===== src/rtl/beep_note_player_if.sv =====
// beep_note_player_if
//   Groups the key-input and buzzer/status signals of beep_note_player.
//   master: the side that drives scan codes and mode/octave (PS/2 decoder, bench)
//   slave : the note player itself
//
//   KEY_CODE  [7:0]  PS/2 scan code
//   KEY_VALID        one-cycle strobe qualifying KEY_CODE
//   MODE             0 = live, 1 = queued
//   OCTAVE    [1:0]  right-shift applied to the note divider
//   BEEP             buzzer drive
//   BUSY             queued playback in progress or notes waiting
//   FIFO_CNT         number of queued notes
//   FIFO_FULL        FIFO_CNT == FIFO_DEPTH
//   DROP             one-cycle pulse when a note is lost to a full queue
interface beep_note_player_if #(
    parameter int FIFO_DEPTH = 8
);
    localparam int CW = $clog2(FIFO_DEPTH + 1);

    logic [7:0]    KEY_CODE;
    logic          KEY_VALID;
    logic          MODE;
    logic [1:0]    OCTAVE;
    logic          BEEP;
    logic          BUSY;
    logic [CW-1:0] FIFO_CNT;
    logic          FIFO_FULL;
    logic          DROP;

    modport master (
        output KEY_CODE, KEY_VALID, MODE, OCTAVE,
        input  BEEP, BUSY, FIFO_CNT, FIFO_FULL, DROP
    );

    modport slave (
        input  KEY_CODE, KEY_VALID, MODE, OCTAVE,
        output BEEP, BUSY, FIFO_CNT, FIFO_FULL, DROP
    );
endinterface


===== src/rtl/beep_note_player.sv =====
// beep_note_player
//   Turns PS/2 scan codes into a square-wave buzzer tone. In live mode the
//   last valid key plays until replaced; in queued mode keys are buffered in
//   a FIFO and each plays for NOTE_MS followed by GAP_MS of silence.
//
//   CLK_50M  system clock
//   RST_N    asynchronous active-low reset
//   bus      beep_note_player_if.slave (key input, mode/octave, BEEP and status)
module beep_note_player #(
    parameter int CLK_HZ     = 50000000,
    parameter int FIFO_DEPTH = 8,
    parameter int NOTE_MS    = 200,
    parameter int GAP_MS     = 20,
    parameter int CNT_W      = 16
) (
    input  logic                CLK_50M,
    input  logic                RST_N,
    beep_note_player_if.slave   bus
);
    localparam int CW     = $clog2(FIFO_DEPTH + 1);
    localparam int PW     = $clog2(FIFO_DEPTH);
    localparam int TICK   = CLK_HZ / 1000;
    localparam int PRE_W  = (TICK > 1) ? $clog2(TICK) : 1;
    localparam int MS_MAX = (NOTE_MS > GAP_MS) ? NOTE_MS : GAP_MS;
    localparam int MS_W   = $clog2(MS_MAX + 1);

    localparam logic [CW-1:0]    DEPTH_C   = CW'(FIFO_DEPTH);
    localparam logic [PRE_W-1:0] PRE_LAST  = PRE_W'(TICK - 1);
    localparam logic [MS_W-1:0]  NOTE_LAST = MS_W'(NOTE_MS - 1);
    localparam logic [MS_W-1:0]  GAP_LAST  = MS_W'((GAP_MS > 0) ? GAP_MS - 1 : 0);

    typedef enum logic [1:0] {IDLE, PLAY, GAP} state_t;

    state_t             state;
    logic               mode_q;
    logic [CNT_W-1:0]   div;
    logic [CNT_W-1:0]   tone_cnt;
    logic               beep;
    logic [PRE_W-1:0]   pre_cnt;
    logic [MS_W-1:0]    ms_cnt;
    logic [PW-1:0]      wr_ptr;
    logic [PW-1:0]      rd_ptr;
    logic [CW-1:0]      fifo_cnt;
    logic               fifo_full;
    logic               drop;
    logic [CNT_W-1:0]   mem [FIFO_DEPTH];

    logic               code_valid;
    logic [CNT_W-1:0]   code_div;
    logic [CNT_W-1:0]   eff;
    logic               mode_chg;
    logic               tone_en;
    logic               tick;
    logic               push_req;
    logic               pop;
    logic               push_ok;

    // Scan code to half-period divider; code 70 is a rest (divider 0).
    always_comb begin
        code_valid = 1'b1;
        code_div   = '0;
        case (bus.KEY_CODE)
            8'h70:   code_div = '0;
            8'h69:   code_div = CNT_W'(47774);
            8'h72:   code_div = CNT_W'(42568);
            8'h7A:   code_div = CNT_W'(37919);
            8'h6B:   code_div = CNT_W'(35791);
            8'h73:   code_div = CNT_W'(31888);
            8'h74:   code_div = CNT_W'(28409);
            8'h6C:   code_div = CNT_W'(25309);
            8'h75:   code_div = CNT_W'(23889);
            8'h7D:   code_div = CNT_W'(21276);
            default: code_valid = 1'b0;
        endcase
    end

    // A key arriving in the same cycle as a mode change is discarded.
    // A push into a full FIFO still succeeds when the head leaves that cycle.
    assign eff      = div >> bus.OCTAVE;
    assign mode_chg = bus.MODE != mode_q;
    assign tone_en  = !bus.MODE || (state == PLAY);
    assign tick     = pre_cnt == PRE_LAST;
    assign push_req = bus.MODE && !mode_chg && bus.KEY_VALID && code_valid;
    assign pop      = bus.MODE && !mode_chg && (state == IDLE) && (fifo_cnt != '0);
    assign push_ok  = push_req && (!fifo_full || pop);

    always_ff @(posedge CLK_50M) begin
        if (push_ok) begin
            mem[wr_ptr] <= code_div;
        end
    end

    // Tone generator, ms prescaler, FIFO bookkeeping and the queued-mode
    // sequencer. Later assignments override the free-running tone update
    // whenever a note is loaded or playback stops.
    always_ff @(posedge CLK_50M or negedge RST_N) begin
        if (!RST_N) begin
            mode_q    <= 1'b0;
            state     <= IDLE;
            div       <= '0;
            tone_cnt  <= '0;
            beep      <= 1'b0;
            pre_cnt   <= '0;
            ms_cnt    <= '0;
            wr_ptr    <= '0;
            rd_ptr    <= '0;
            fifo_cnt  <= '0;
            fifo_full <= 1'b0;
            drop      <= 1'b0;
        end else begin
            mode_q  <= bus.MODE;
            drop    <= push_req && !push_ok;
            pre_cnt <= tick ? '0 : pre_cnt + 1'b1;

            // >= rather than == so a mid-tone octave raise cannot overrun.
            if (!tone_en || eff == '0) begin
                tone_cnt <= '0;
                beep     <= 1'b0;
            end else if (tone_cnt >= eff) begin
                tone_cnt <= '0;
                beep     <= ~beep;
            end else begin
                tone_cnt <= tone_cnt + 1'b1;
            end

            if (mode_chg || !bus.MODE) begin
                state     <= IDLE;
                wr_ptr    <= '0;
                rd_ptr    <= '0;
                fifo_cnt  <= '0;
                fifo_full <= 1'b0;
                if (mode_chg) begin
                    div      <= '0;
                    tone_cnt <= '0;
                    beep     <= 1'b0;
                end else if (bus.KEY_VALID && code_valid) begin
                    div      <= code_div;
                    tone_cnt <= '0;
                    beep     <= 1'b0;
                end
            end else begin
                if (push_ok) begin
                    wr_ptr <= wr_ptr + 1'b1;
                end
                if (pop) begin
                    rd_ptr <= rd_ptr + 1'b1;
                end
                if (push_ok && !pop) begin
                    fifo_cnt  <= fifo_cnt + 1'b1;
                    fifo_full <= fifo_cnt == DEPTH_C - 1'b1;
                end else if (pop && !push_ok) begin
                    fifo_cnt  <= fifo_cnt - 1'b1;
                    fifo_full <= 1'b0;
                end

                case (state)
                    IDLE: begin
                        if (pop) begin
                            div      <= mem[rd_ptr];
                            tone_cnt <= '0;
                            beep     <= 1'b0;
                            pre_cnt  <= '0;
                            ms_cnt   <= '0;
                            state    <= PLAY;
                        end
                    end
                    PLAY: begin
                        if (tick) begin
                            if (ms_cnt == NOTE_LAST) begin
                                ms_cnt   <= '0;
                                tone_cnt <= '0;
                                beep     <= 1'b0;
                                state    <= (GAP_MS == 0) ? IDLE : GAP;
                            end else begin
                                ms_cnt <= ms_cnt + 1'b1;
                            end
                        end
                    end
                    GAP: begin
                        if (tick) begin
                            if (ms_cnt == GAP_LAST) begin
                                ms_cnt <= '0;
                                state  <= IDLE;
                            end else begin
                                ms_cnt <= ms_cnt + 1'b1;
                            end
                        end
                    end
                    default: state <= IDLE;
                endcase
            end
        end
    end

    assign bus.BEEP      = beep;
    assign bus.BUSY      = (state != IDLE) || (fifo_cnt != '0);
    assign bus.FIFO_CNT  = fifo_cnt;
    assign bus.FIFO_FULL = fifo_full;
    assign bus.DROP      = drop;
endmodule


===== src/flat_wrapper.sv =====
// flat-port wrapper written by rule: the top's interface ports become plain ports
module beep_note_player_flat 
#(
    parameter int CLK_HZ     = 50000000,
    parameter int FIFO_DEPTH = 8,
    parameter int NOTE_MS    = 200,
    parameter int GAP_MS     = 20,
    parameter int CNT_W      = 16
)
  (CLK_50M, RST_N, bus_KEY_CODE, bus_KEY_VALID, bus_MODE, bus_OCTAVE, bus_BEEP, bus_BUSY, bus_FIFO_CNT, bus_FIFO_FULL, bus_DROP);
  beep_note_player_if #(.FIFO_DEPTH(FIFO_DEPTH)) bus_i ();
  input  logic CLK_50M;
  input  logic RST_N;
  input wire logic [$bits(bus_i.KEY_CODE)-1:0] bus_KEY_CODE;
  input wire logic [$bits(bus_i.KEY_VALID)-1:0] bus_KEY_VALID;
  input wire logic [$bits(bus_i.MODE)-1:0] bus_MODE;
  input wire logic [$bits(bus_i.OCTAVE)-1:0] bus_OCTAVE;
  output wire logic [$bits(bus_i.BEEP)-1:0] bus_BEEP;
  output wire logic [$bits(bus_i.BUSY)-1:0] bus_BUSY;
  output wire logic [$bits(bus_i.FIFO_CNT)-1:0] bus_FIFO_CNT;
  output wire logic [$bits(bus_i.FIFO_FULL)-1:0] bus_FIFO_FULL;
  output wire logic [$bits(bus_i.DROP)-1:0] bus_DROP;
  assign bus_i.KEY_CODE = bus_KEY_CODE;
  assign bus_i.KEY_VALID = bus_KEY_VALID;
  assign bus_i.MODE = bus_MODE;
  assign bus_i.OCTAVE = bus_OCTAVE;
  assign bus_BEEP = bus_i.BEEP;
  assign bus_BUSY = bus_i.BUSY;
  assign bus_FIFO_CNT = bus_i.FIFO_CNT;
  assign bus_FIFO_FULL = bus_i.FIFO_FULL;
  assign bus_DROP = bus_i.DROP;
  beep_note_player #(.CLK_HZ(CLK_HZ), .FIFO_DEPTH(FIFO_DEPTH), .NOTE_MS(NOTE_MS), .GAP_MS(GAP_MS), .CNT_W(CNT_W)) u_core (.CLK_50M(CLK_50M), .RST_N(RST_N), .bus(bus_i));
endmodule

===== config.mk =====
export PLATFORM = sky130hd
export DESIGN_NAME = beep_note_player_flat
export DESIGN_NICKNAME = d
export VERILOG_FILES = /design/src/rtl/beep_note_player_if.sv /design/src/rtl/beep_note_player.sv /design/src/flat_wrapper.sv
export SDC_FILE = /design/constraint.sdc
export NUM_CORES = 1
export LEC_CHECK = 0
export ABC_AREA = 1
export BUFFER_PORTS_ARGS = -buffer_cell sky130_fd_sc_hd__buf_4
export CORE_AREA = 3 3 153 118
export CTS_BUF_LIST = sky130_fd_sc_hd__clkbuf_4
export DETAILED_ROUTE_END_ITERATION = 7
export DIE_AREA = 0 0 156 121
export PLACE_DENSITY = 0.81
export SYNTH_ARGS = -nofsm -noshare
export SYNTH_HDL_FRONTEND = slang
export SYNTH_SLANG_ARGS = --single-unit

===== constraint.sdc =====
create_clock -name CLK_50M -period 3.4 [get_ports CLK_50M]
set_input_delay 1.02 -clock CLK_50M [delete_from_list [all_inputs] [get_ports CLK_50M]]
set_output_delay 1.02 -clock CLK_50M [all_outputs]
set_load 0.01 [all_outputs]

==> flow_results.org, run 1 <==
** Status
- Status :: finished clean

** GRT
- Global routing consumed, over all layers together, around 24% of the routing resources.
- The number of global-route vias before repair came to 7176.
- Entering global routing, the biggest net connects 69 pins.
- Initial antenna violation count :: 1
- Total gr overflow :: 0
- The first global-routing pass estimated roughly 36000 um of wire.

** Floorplanning
- Effective utilization at floorplan :: between 50 and 60%
- The floorplan has 41 rows.
- Floorplan die area :: 18900 um2
- Die height :: about 120 um
- For this design the top-level I/O count stands at 22.
- Core footprint :: approximately 17000 um2
- The die is approximately 160 um wide.

** Timing
- FMAX :: 0.350 GHz
- The number of max-slew violations in the final report was 0.
- The worst path uses a little over four fifths of the clock period.
- Transition time of the tightest slew-check pin :: around 0.77 ns
- Counting I/O delays and the setup requirement, the final critical path takes ~2.9 ns.
- Unrepaired setup endpoints after global routing :: false
- Setup violations remaining at the end of the flow were counted as 0.
- In the final timing run, aggregate negative setup slack is 0 ns.
- Final Hold Viols :: 0
- Final clock skew :: roughly 0.014 ns
- Worst slew margin relative to its limit :: between 40% and 50%

** Placement
- Routability congestion estimate from global placement :: between 0.9 and 1
- Post-detailed-placement half-perimeter wirelength :: 14900 um
- Number of port buffers :: 21

** Cells and area
- Compared with the post-synthesis result, the final layout area differs by 7.47%.
- In the final design database the tool counted 1127 nets.
- Counting the fill cells in the layout gives ~1300.
- In the final layout, the multi-input gates occupy between 3000 and 4000 um2.
- The sequential cells in the finished layout cover a total of approximately 5600 um2.
- Share of final-layout standard cells stronger than drive strength 1 :: roughly 11%

** Power
- Net switching is between 30% and 40% of the power.
- In this run, the combinational gates consume between 20% and 30% of the power.
- Of the total power, registers draw between 50% and 60%.
- The clock network burns a little over a quarter of the power.
- PwrDens :: 477 nW/um2
- In this run the power spent charging and discharging nets is 1.59 mW.
- IR analysis of the VDD net gives a maximum drop of between 0.4 and 0.5 mV.
- Leakage dissipation :: about 4.7 nW
- Cell internal power dissipation :: around 3.5 mW
- Total design power :: between 5 and 6 mW

** Synth
- Compound-Gate Fraction of Synth Area :: a little under a tenth
- Synthesis instantiated between 40 and 50 different standard cells from the library.
- Register area share after synthesis :: 56.7%
- Fraction of the mapped netlist area in simple logic gates :: a little under a quarter
- Synth Flop Type :: edfxtp_1
- Of all cell types, the one taking the most synthesized area is edfxtp_1.
- Mean cell area of the mapped netlist :: 9.44 um2
- After synthesis, the largest area contributor takes up between 30 and 40% of total cell area.
- The cell count after synthesis came out at 1054.
- Yosys attributes the largest share of cell area to edfxtp_1 39%, dfrtp_1 18%, nand2_1 8.6%.
- Measured against the total synthesized area, the mux share comes to 0%.
- Counting every net in the synthesized netlist gives 1099.
- After synthesis, the largest family of logic cells by area is simple AND/OR/NAND/NOR gates.
- Counting flops with an async set or reset pin after synthesis yields a share of between 30 and 40%.
- Post-Synth Adder-Cell Area :: roughly 4.0%
- Synth Register Bits :: 200
- Xor/xnor cell area share of the yosys netlist :: between 1.5 and 2%
- Area of the mapped netlist :: 9950 um2
- YS warnings :: 0
- Number of enable-type register cells in the synthesized netlist :: approximately 130

** Worst setup path
- CP Data Arrival Time :: 1.83 ns
- Cell class contributing the biggest share of worst-path delay :: flip-flops
- CP max stage cell :: dfrtp_1
- At the worst endpoint, the required time is approximately 2.4 ns.
- The signal on the critical path passes through inv_1, nand4_1, nor2_1, inv_1, buf_4.
- Together, buffers and inverters on the worst path number 3.
- For this run, the slowest stage of the critical path takes 0.45 ns.
- Endpoint class of the critical path :: primary output
- Minimum setup slack among reg-to-reg paths :: approximately 0.7 ns
- The worst setup path is launched from a flip-flop.
- Largest fanout on the critical path :: 4
- The critical path is of the reg -> out type.
- Counting stages on the worst path, the most repeated cell is inv_1.

** Clock tree
- Insertion delay to the later sink of the worst-skew pair :: 0.59 ns
- CTS sink count :: 200
- TritonCTS buffer count :: 17
- Clock Path Buffers :: 2
- CTS hold repair buffers :: 0
- Total of cells resized after clock tree synthesis :: 0
- TritonCTS built the clock tree.
- The number of setup buffers added after CTS is 0.
- In this run the number of H-tree levels came out at 4.
- The tree is rooted in a clkbuf_4.
- Clock-pin slew reported for the worst setup and hold paths after clock tree synthesis :: roughly 0.16 ns

** Detailed routing
- Vias :: approximately 7600
- Iteration-0 DRC Markers :: between 800 and 900
- In the final routing, the length of wire on met1 measures 9930 um.
- The highest layer touched by signal routing is met4.
- In the final routed layout, each cell accounts on average for ~17 um.
- WL met3 :: about 2000 um
- Total wire length after detailed routing :: around 22000 um
- In the routed layout, each cell is associated on average with a via count of slightly below 6.
- In the routed design, unresolved DRC markers number 0.
- Total length of routed met2 wires :: 9860 um
- Detailed Routing Iterations Pass 1 :: 7
- Once detail routing completed, the nets flagged for antenna violations numbered 0.

** Run
- Maximum capacitance violations :: 0

** Hold path
- The min-delay analysis places its worst path in the category in -> async.
==> cells by family after synthesis <==
family	after synthesis
simple gates	537
flops	200
compound gates	155
buf+inv	111
fa+ha+maj	31
xor+xnor	20
==> path summary, 6_finish.rpt <==
path,startpoint,endpoint,depth (start not counted)
worst min register to register,u_core.pre_cnt[0]$_DFF_PN0_,u_core.pre_cnt[0]$_DFF_PN0_,1
max in group asynchronous,RST_N,u_core.tone_cnt[6]$_DFF_PN0_,2
worst max register to register,u_core.state[0]$_DFFE_PN0P_,u_core.bus.FIFO_CNT[3]$_DFFE_PN0P_,15
min in group CLK_50M,u_core.pre_cnt[0]$_DFF_PN0_,u_core.pre_cnt[0]$_DFF_PN0_,1
worst max-delay path,u_core.bus.FIFO_CNT[0]$_DFFE_PN0P_,bus_BUSY,5
worst min-delay path,RST_N,u_core.div[11]$_DFFE_PN0P_,1
==> cell usage in the layout, fill, tap and decap left out, drive strengths merged, types with 2 or more instances in the layout <==
cell type  count
nor4           5
a21oi         23
o21a           3
o221ai        26
nand2        239
bufinv         3
or2            3
nand3b         2
clkbuf        17
o31ai          2
ha            30
xor2          17
buf           44
o22ai          7
edfxtp       128
nand3         95
clkinv         7
nor2         164
a22oi          2
nor3          12
inv           79
nand4         16
xnor2          3
o21ai         88
clkinvlp       2
dfrtp         72
==> sequential cells by signal (all words and copies together) (netlist names), 2 cells and up <==
signal / flops
u_core.div: 16
u_core.ms_cnt: 8
u_core.wr_ptr: 3
u_core.bus.FIFO_CNT: 4
u_core.pre_cnt: 16
u_core.rd_ptr: 3
u_core.mem: 128
u_core.tone_cnt: 16
u_core.state: 2
==> metrics by stage <==
step	instances	hold WS [ns]	setup WS, ns	utilization (%)	area (um2)
after CTS	1310	0.464	0.527	64.1	10700
final	1311	0.477	0.545	64.2	10700
after detailed placement	1278	0.462	0.0596	62.2	10400
after floorplan	1054	0.433	0.329	-	9950
after global placement	1278	0.449	0.174	62.2	10400
after global routing	1311	0.486	0.403	64.2	10700
==> cell type report <==
| cell class | count | area share (%) |
|---|---|---|
| clock inverters | 15 | 1.81 |
| inverters | 76 | 2.71 |
| clock buffers | 17 | 1.19 |
| well taps | 215 | 2.52 |
| flip-flops and latches | 200 | 52.8 |
| repair buffers | 44 | 3.09 |
| diodes | 1 | 0.0234 |
| multi-input cells | 743 | 35.9 |
==> metal layers <==
| layer | up-vias | GRT usage (%) |
|---|---|---|
| met1 | 3608 | 36.4 |
| met5 | - | 0 |
| met2 | 313 | 36.4 |
| met4 | 0 | 6.95 |
| li1 | 3686 | - |
| met3 | 34 | 5.60 |
==> Yosys cell counts (9+ instances only) <==
cell and instances:
a21oi_1 23, nor2_1 147, nor2_2 12, inv_1 66, xor2_1 17, nor3_1 10, dfrtp_1 72, ha_1 30
clkbuf_1 21, edfxtp_1 128, o21ai_0 85, nand2_1 229, nand3_1 93, o221ai_1 26, inv_2 9, nand4_1 16
==> power by group through the flow <==
stage          Sequential, mW  Combinational, mW  Clock, mW
6_report                 2.73               1.02       1.35
2_1_floorplan            2.77              0.723          0
4_1_cts                  2.73               1.02       1.37
5_1_grt                  2.75               1.15       1.49
3_3_place_gp             2.78              0.971          0
3_5_place_dp             2.78               1.01          0
Note: power is estimated with default switching activity, not from simulation.
==> inputs of run 2 (changes only) <==
--- a/config.mk
+++ b/config.mk
@@ -5,12 +5,12 @@
 export SDC_FILE = /design/constraint.sdc
 export NUM_CORES = 1
 export LEC_CHECK = 0
-export ABC_AREA = 1
+export ABC_AREA = 0
 export BUFFER_PORTS_ARGS = -buffer_cell sky130_fd_sc_hd__buf_4
-export CORE_AREA = 3 3 153 118
+export CORE_AREA = 3 3 152 117
 export CTS_BUF_LIST = sky130_fd_sc_hd__clkbuf_4
 export DETAILED_ROUTE_END_ITERATION = 7
-export DIE_AREA = 0 0 156 121
+export DIE_AREA = 0 0 155 120
 export PLACE_DENSITY = 0.81
 export SYNTH_ARGS = -nofsm -noshare
 export SYNTH_HDL_FRONTEND = slang
==> constraint.sdc (replaced) <==
create_clock -name CLK_50M -period 2.83 [get_ports CLK_50M]
set_input_delay 0.849 -clock CLK_50M [delete_from_list [all_inputs] [get_ports CLK_50M]]
set_output_delay 0.849 -clock CLK_50M [all_outputs]
set_load 0.01 [all_outputs]
==> flow_results.org, run 2 <==
** Detailed routing
- Detailed Routing Iterations Pass 1 :: 5 (-2)
- The routed wire length came to 21700 um (-2.2%).
- The via count of the routed design is 6443 (-16%).
- The count of nets left with antenna violations after detail routing is 0 (unchanged).
- The mean routed wirelength per cell was 20.2 um (+20%).
- The DRC violations left is 0 (unchanged).
- The number of DRC markers after the initial detailed-route iteration is 464 (-43%).
- Per-cell via count in the routed design :: 6.00 (+3.0%)

** Synth
- The proportion of synthesized flip-flops having asynchronous set or reset was 36.0% (unchanged).
- Mean cell area of the mapped netlist :: 13.1 um2 (+39%)
- Largest area contributor in the netlist :: edfxtp_1
- Fraction of post-synthesis cell area in the top cell type by area :: 39.4% (+0.81 points)
- The share of the yosys chip area belonging to registers is 57.9% (+1.2 points).
- The total number of yosys warnings is 0 (unchanged).
- Most repeated cell in the gate-level netlist after synthesis :: edfxtp_1
- Top cells by area in the synthesized netlist :: edfxtp_1 39%, dfrtp_1 18%, mux4_2 7.6%
- The commonest cells after synthesis are 128 x edfxtp_1, 73 x nor2_1, 72 x dfrtp_1.
- The number of unique standard cell types used by synthesis was 63 (+50%).
- The number of synthesized flops with an enable pin was 128 (unchanged).
- Cell count after synthesis :: 745 (-29%)
- The number of nets in the synthesized netlist came to 790 (-28%).
- The register bit count reported by yosys came to 200 (unchanged).
- The cell area after synthesis came to 9750 um2 (-2.1%).
- Synth Flop Type :: edfxtp_1

** GRT
- The first-pass GRT wire length came to 35200 um (-2.8%).
- The number of antenna violations at the first check in global routing came to 1 (unchanged).
- Aggregate global-route resource usage :: 24.5% (about the same)
- The remaining global-route overflow is 0 (unchanged).
- Via count of the first global-routing pass :: 6710 (-6.5%)
- Pin count of the biggest net entering global routing :: 49 (-29%)

** Clock tree
- Clock Path Buffers :: 2 (unchanged)
- TritonCTS buffer count :: 17 (unchanged)
- CTS sink count :: 200 (unchanged)
- Clock-pin slew reported for the worst setup and hold paths after clock tree synthesis :: 0.19 ns (+0.03 ns)
- Clock tree synthesis selected as its root buffer the cell clkbuf_4.
- Clock tree from TritonCTS :: yes
- Insertion delay to the later sink of the worst-skew pair :: 0.61 ns (+0.02 ns)
- The depth of the CTS H-tree is 4 (unchanged).

** Timing
- Minimum period implied by the final worst setup slack :: roughly 2.8 ns
- FMAX :: ~0.35 GHz
- Post-route setup slack :: -0.0189 ns (-0.564 ns)
- The number of max-slew violations in the final report is 0 (unchanged).
- Final clock skew :: 0.0321 ns (+0.0185 ns)
- Setup total negative slack :: -0.0189 ns (-0.0189 ns)
- Transition time of the tightest slew-check pin :: 0.809 ns (+0.0361 ns)
- The relative slew slack came to 46.1% (-2.4 points).
- Setup repair after global routing could not meet its margin everywhere.
- The worst hold margin was 0.249 ns (-0.228 ns).
- In the finished design, the share of the clock period the worst path needs comes to 101%.
- The number of hold-slack violations in the final timing report was 0 (unchanged).
- The setup violation total in the final timing report came to 1 (+1).

** Worst setup path
- Among the stages of the critical path, the cell type that occurs most often is ha_4.
- The endpoint identified for the worst register-to-register timing path is u_core.bus.FIFO_CNT[3]$_DFFE_PN0P_.
- CP Data Arrival Time :: 3.39 ns (+1.56 ns)
- Reg2reg start :: u_core.state[0]$_DFFE_PN0P_
- The number of buffer and inverter stages on the critical path came to 3 (unchanged).
- The signal on the critical path passes through buf_4, nor2b_1, or4_4, a311oi_4, nand2_2, inv_4, ha_4, inv_2, ha_4, a21o_1, a21oi_2, xnor2_1, or3_1, a21oi_1.
- The critical path is of the in -> reg type.
- Max stage delay on crit path :: 0.50 ns (+0.05 ns)
- Largest fanout on the critical path :: 2 (-2)
- Cell class contributing the biggest share of worst-path delay :: simple AND/OR/NAND/NOR gates
- The number of cells on the worst reg-to-reg path is 15 (unchanged).
- STA classifies the critical path endpoint as a flip-flop.
- Minimum setup slack among reg-to-reg paths :: 0.01 ns (-0.71 ns)
- Required time at the endpoint of the critical path :: 3.37 ns (+0.99 ns)
- CP max stage cell :: or4_4
- Type of origin of the critical path :: primary input

** Floorplanning
- The number of rows created at floorplan is 41 (unchanged).
- The area of the die was 18600 um2 (-1.5%).
- Core footprint :: 16600 um2 (-0.62%)
- Die height :: 120 um (-0.83%)
- The initial standard-cell utilization of the core came to 58.8% (-0.87 points).
- The I/O pin count was 22 (unchanged).
- Die width :: 155 um (-0.64%)

** Cells and area
- Share of final-layout standard cells stronger than drive strength 1 :: 28.4% (+17 points)
- The number of diodes came to 0 (-1).
- Most frequent standard cell in the layout excluding fill and tap cells :: edfxtp_1
- Final Net Count :: 891 (-21%)
- Flip-flop count of the largest register after layout :: 128 (unchanged)
- Register containing the most flip-flops in the final layout :: u_core.mem
- The final instance area is 11300 um2 (+5.5%).
- Area delta synth->final :: 15.8%
- Commonest cells after routing, fill and taps aside :: 128 x edfxtp_1, 110 x buf_4, 72 x nor2_1
- The number of fill cells in the layout was 1135 (-11%).

** Placement
- Number of port buffers :: 21 (unchanged)
- Placed instance area :: 10900 um2 (+5.3%)
- The last weighted congestion value of the routability-driven placer was 0.917 (-0.76%).
- Post-detailed-placement half-perimeter wirelength :: 15300 um (+2.5%)

** Hold path
- Class of the tightest hold or removal check :: in -> async

** Power
- Maximum ir drop on the vdd rail :: 0.323 mV (-19%)
- The leakage dissipation is 4.52 nW (-4.3%).
- The power density over cell area is 461 nW/um2 (-3.4%).

** Run
- The max-capacitance violation count came to 0 (unchanged).

** Status
- Status :: complete, but fails checks
- Violated checks :: setup timing
[run 2: cell types whose count changed in the layout (fill, tap and decap cells not counted), moves of 26 or more]
cell / previous run / this run
buf_4: 44 / 110
inv_1: 66 / 16
o221ai_1: 26 / 0
nand3_1: 93 / 19
nand2_1: 229 / 46
nor2_1: 147 / 72
o21ai_0: 85 / 35
mux4_2: 0 / 33
[run 2: logic make-up after synthesis]
| logic type | Yosys count | synth area share (%) |
|---|---|---|
| AOI/OAI and AO/OA | 108 | 7.15 |
| xor gates and xnor gates | 38 | 3.41 |
| adders and majority gates | 31 | 4.06 |
| buffers and inverters | 57 | 2.50 |
| DFF | 200 | 57.9 |
| muxes | 81 | 13.0 |
| and+or+nand+nor | 230 | 11.9 |
[run 2: where the power goes]
part | internal (mW) | leakage (nW) | switching (mW)
Sequential | 3.15 | 2.36 | 0.0625
Combinational | 0.213 | 2.00 | 0.248
Clock | 0.416 | 0.155 | 1.12
[run 2: metrics by stage]
step	util, %	total power, mW	setup slack (ns)	cells
after floorplan	-	3.55	-0.630	745
after global placement	65.9	3.70	-0.563	1037
after detailed placement	65.9	3.72	-0.622	1037
after CTS	67.9	5.22	0.00119	1072
after global routing	68.1	5.39	-0.124	1073
final	68.1	5.20	-0.0189	1073
[run 2: how the worst max path moves through the flow]
stage                                           start                                  to  slack, ns  cells after the start
after floorplan                       bus_KEY_CODE[0]  u_core.bus.FIFO_CNT[3]$_DFFE_PN0P_      -0.63                     14
after global placement                bus_KEY_CODE[3]  u_core.bus.FIFO_CNT[3]$_DFFE_PN0P_      -0.56                     14
after detailed placement              bus_KEY_CODE[3]  u_core.bus.FIFO_CNT[3]$_DFFE_PN0P_      -0.62                     14
after CTS                 u_core.state[1]$_DFFE_PN0P_  u_core.bus.FIFO_CNT[3]$_DFFE_PN0P_      0.001                     16
after global routing      u_core.state[0]$_DFFE_PN0P_  u_core.bus.FIFO_CNT[3]$_DFFE_PN0P_      -0.12                     15
final                                 bus_KEY_CODE[3]  u_core.bus.FIFO_CNT[3]$_DFFE_PN0P_      -0.02                     14
[run 2: cell type report]
| cell class | instances | area (um2) | share of cell area, % |
|---|---|---|---|
| flip-flops and latches | 200 | 5650 | 50.0 |
| multi-input cells | 488 | 4010 | 35.5 |
| repair buffers | 118 | 986 | 8.74 |
| well taps | 215 | 269 | 2.38 |
| clock inverters | 14 | 169 | 1.50 |
| clock buffers | 17 | 128 | 1.13 |
| inverters | 21 | 81.3 | 0.721 |
[run 2: layer usage]
| metal | wire length [um] | global-route usage [%] | vias up |
|---|---|---|---|
| met2 | 10600 | 40.1 | 208 |
| li1 | - | - | 2977 |
| met3 | 1410 | 5.23 | 31 |
| met1 | 9360 | 33.8 | 3225 |
| met4 | 277 | 6.56 | 2 |
| met5 | 10 | 0 | - |
[run 2: what timing repair did]
action                                  in CTS  in global routing
setup buffers                                4                  2
pin swaps                                    4                  9
hold buffers                                 0                  0
gates resized for setup                      3                  6
endpoints found under the setup margin       1                  1
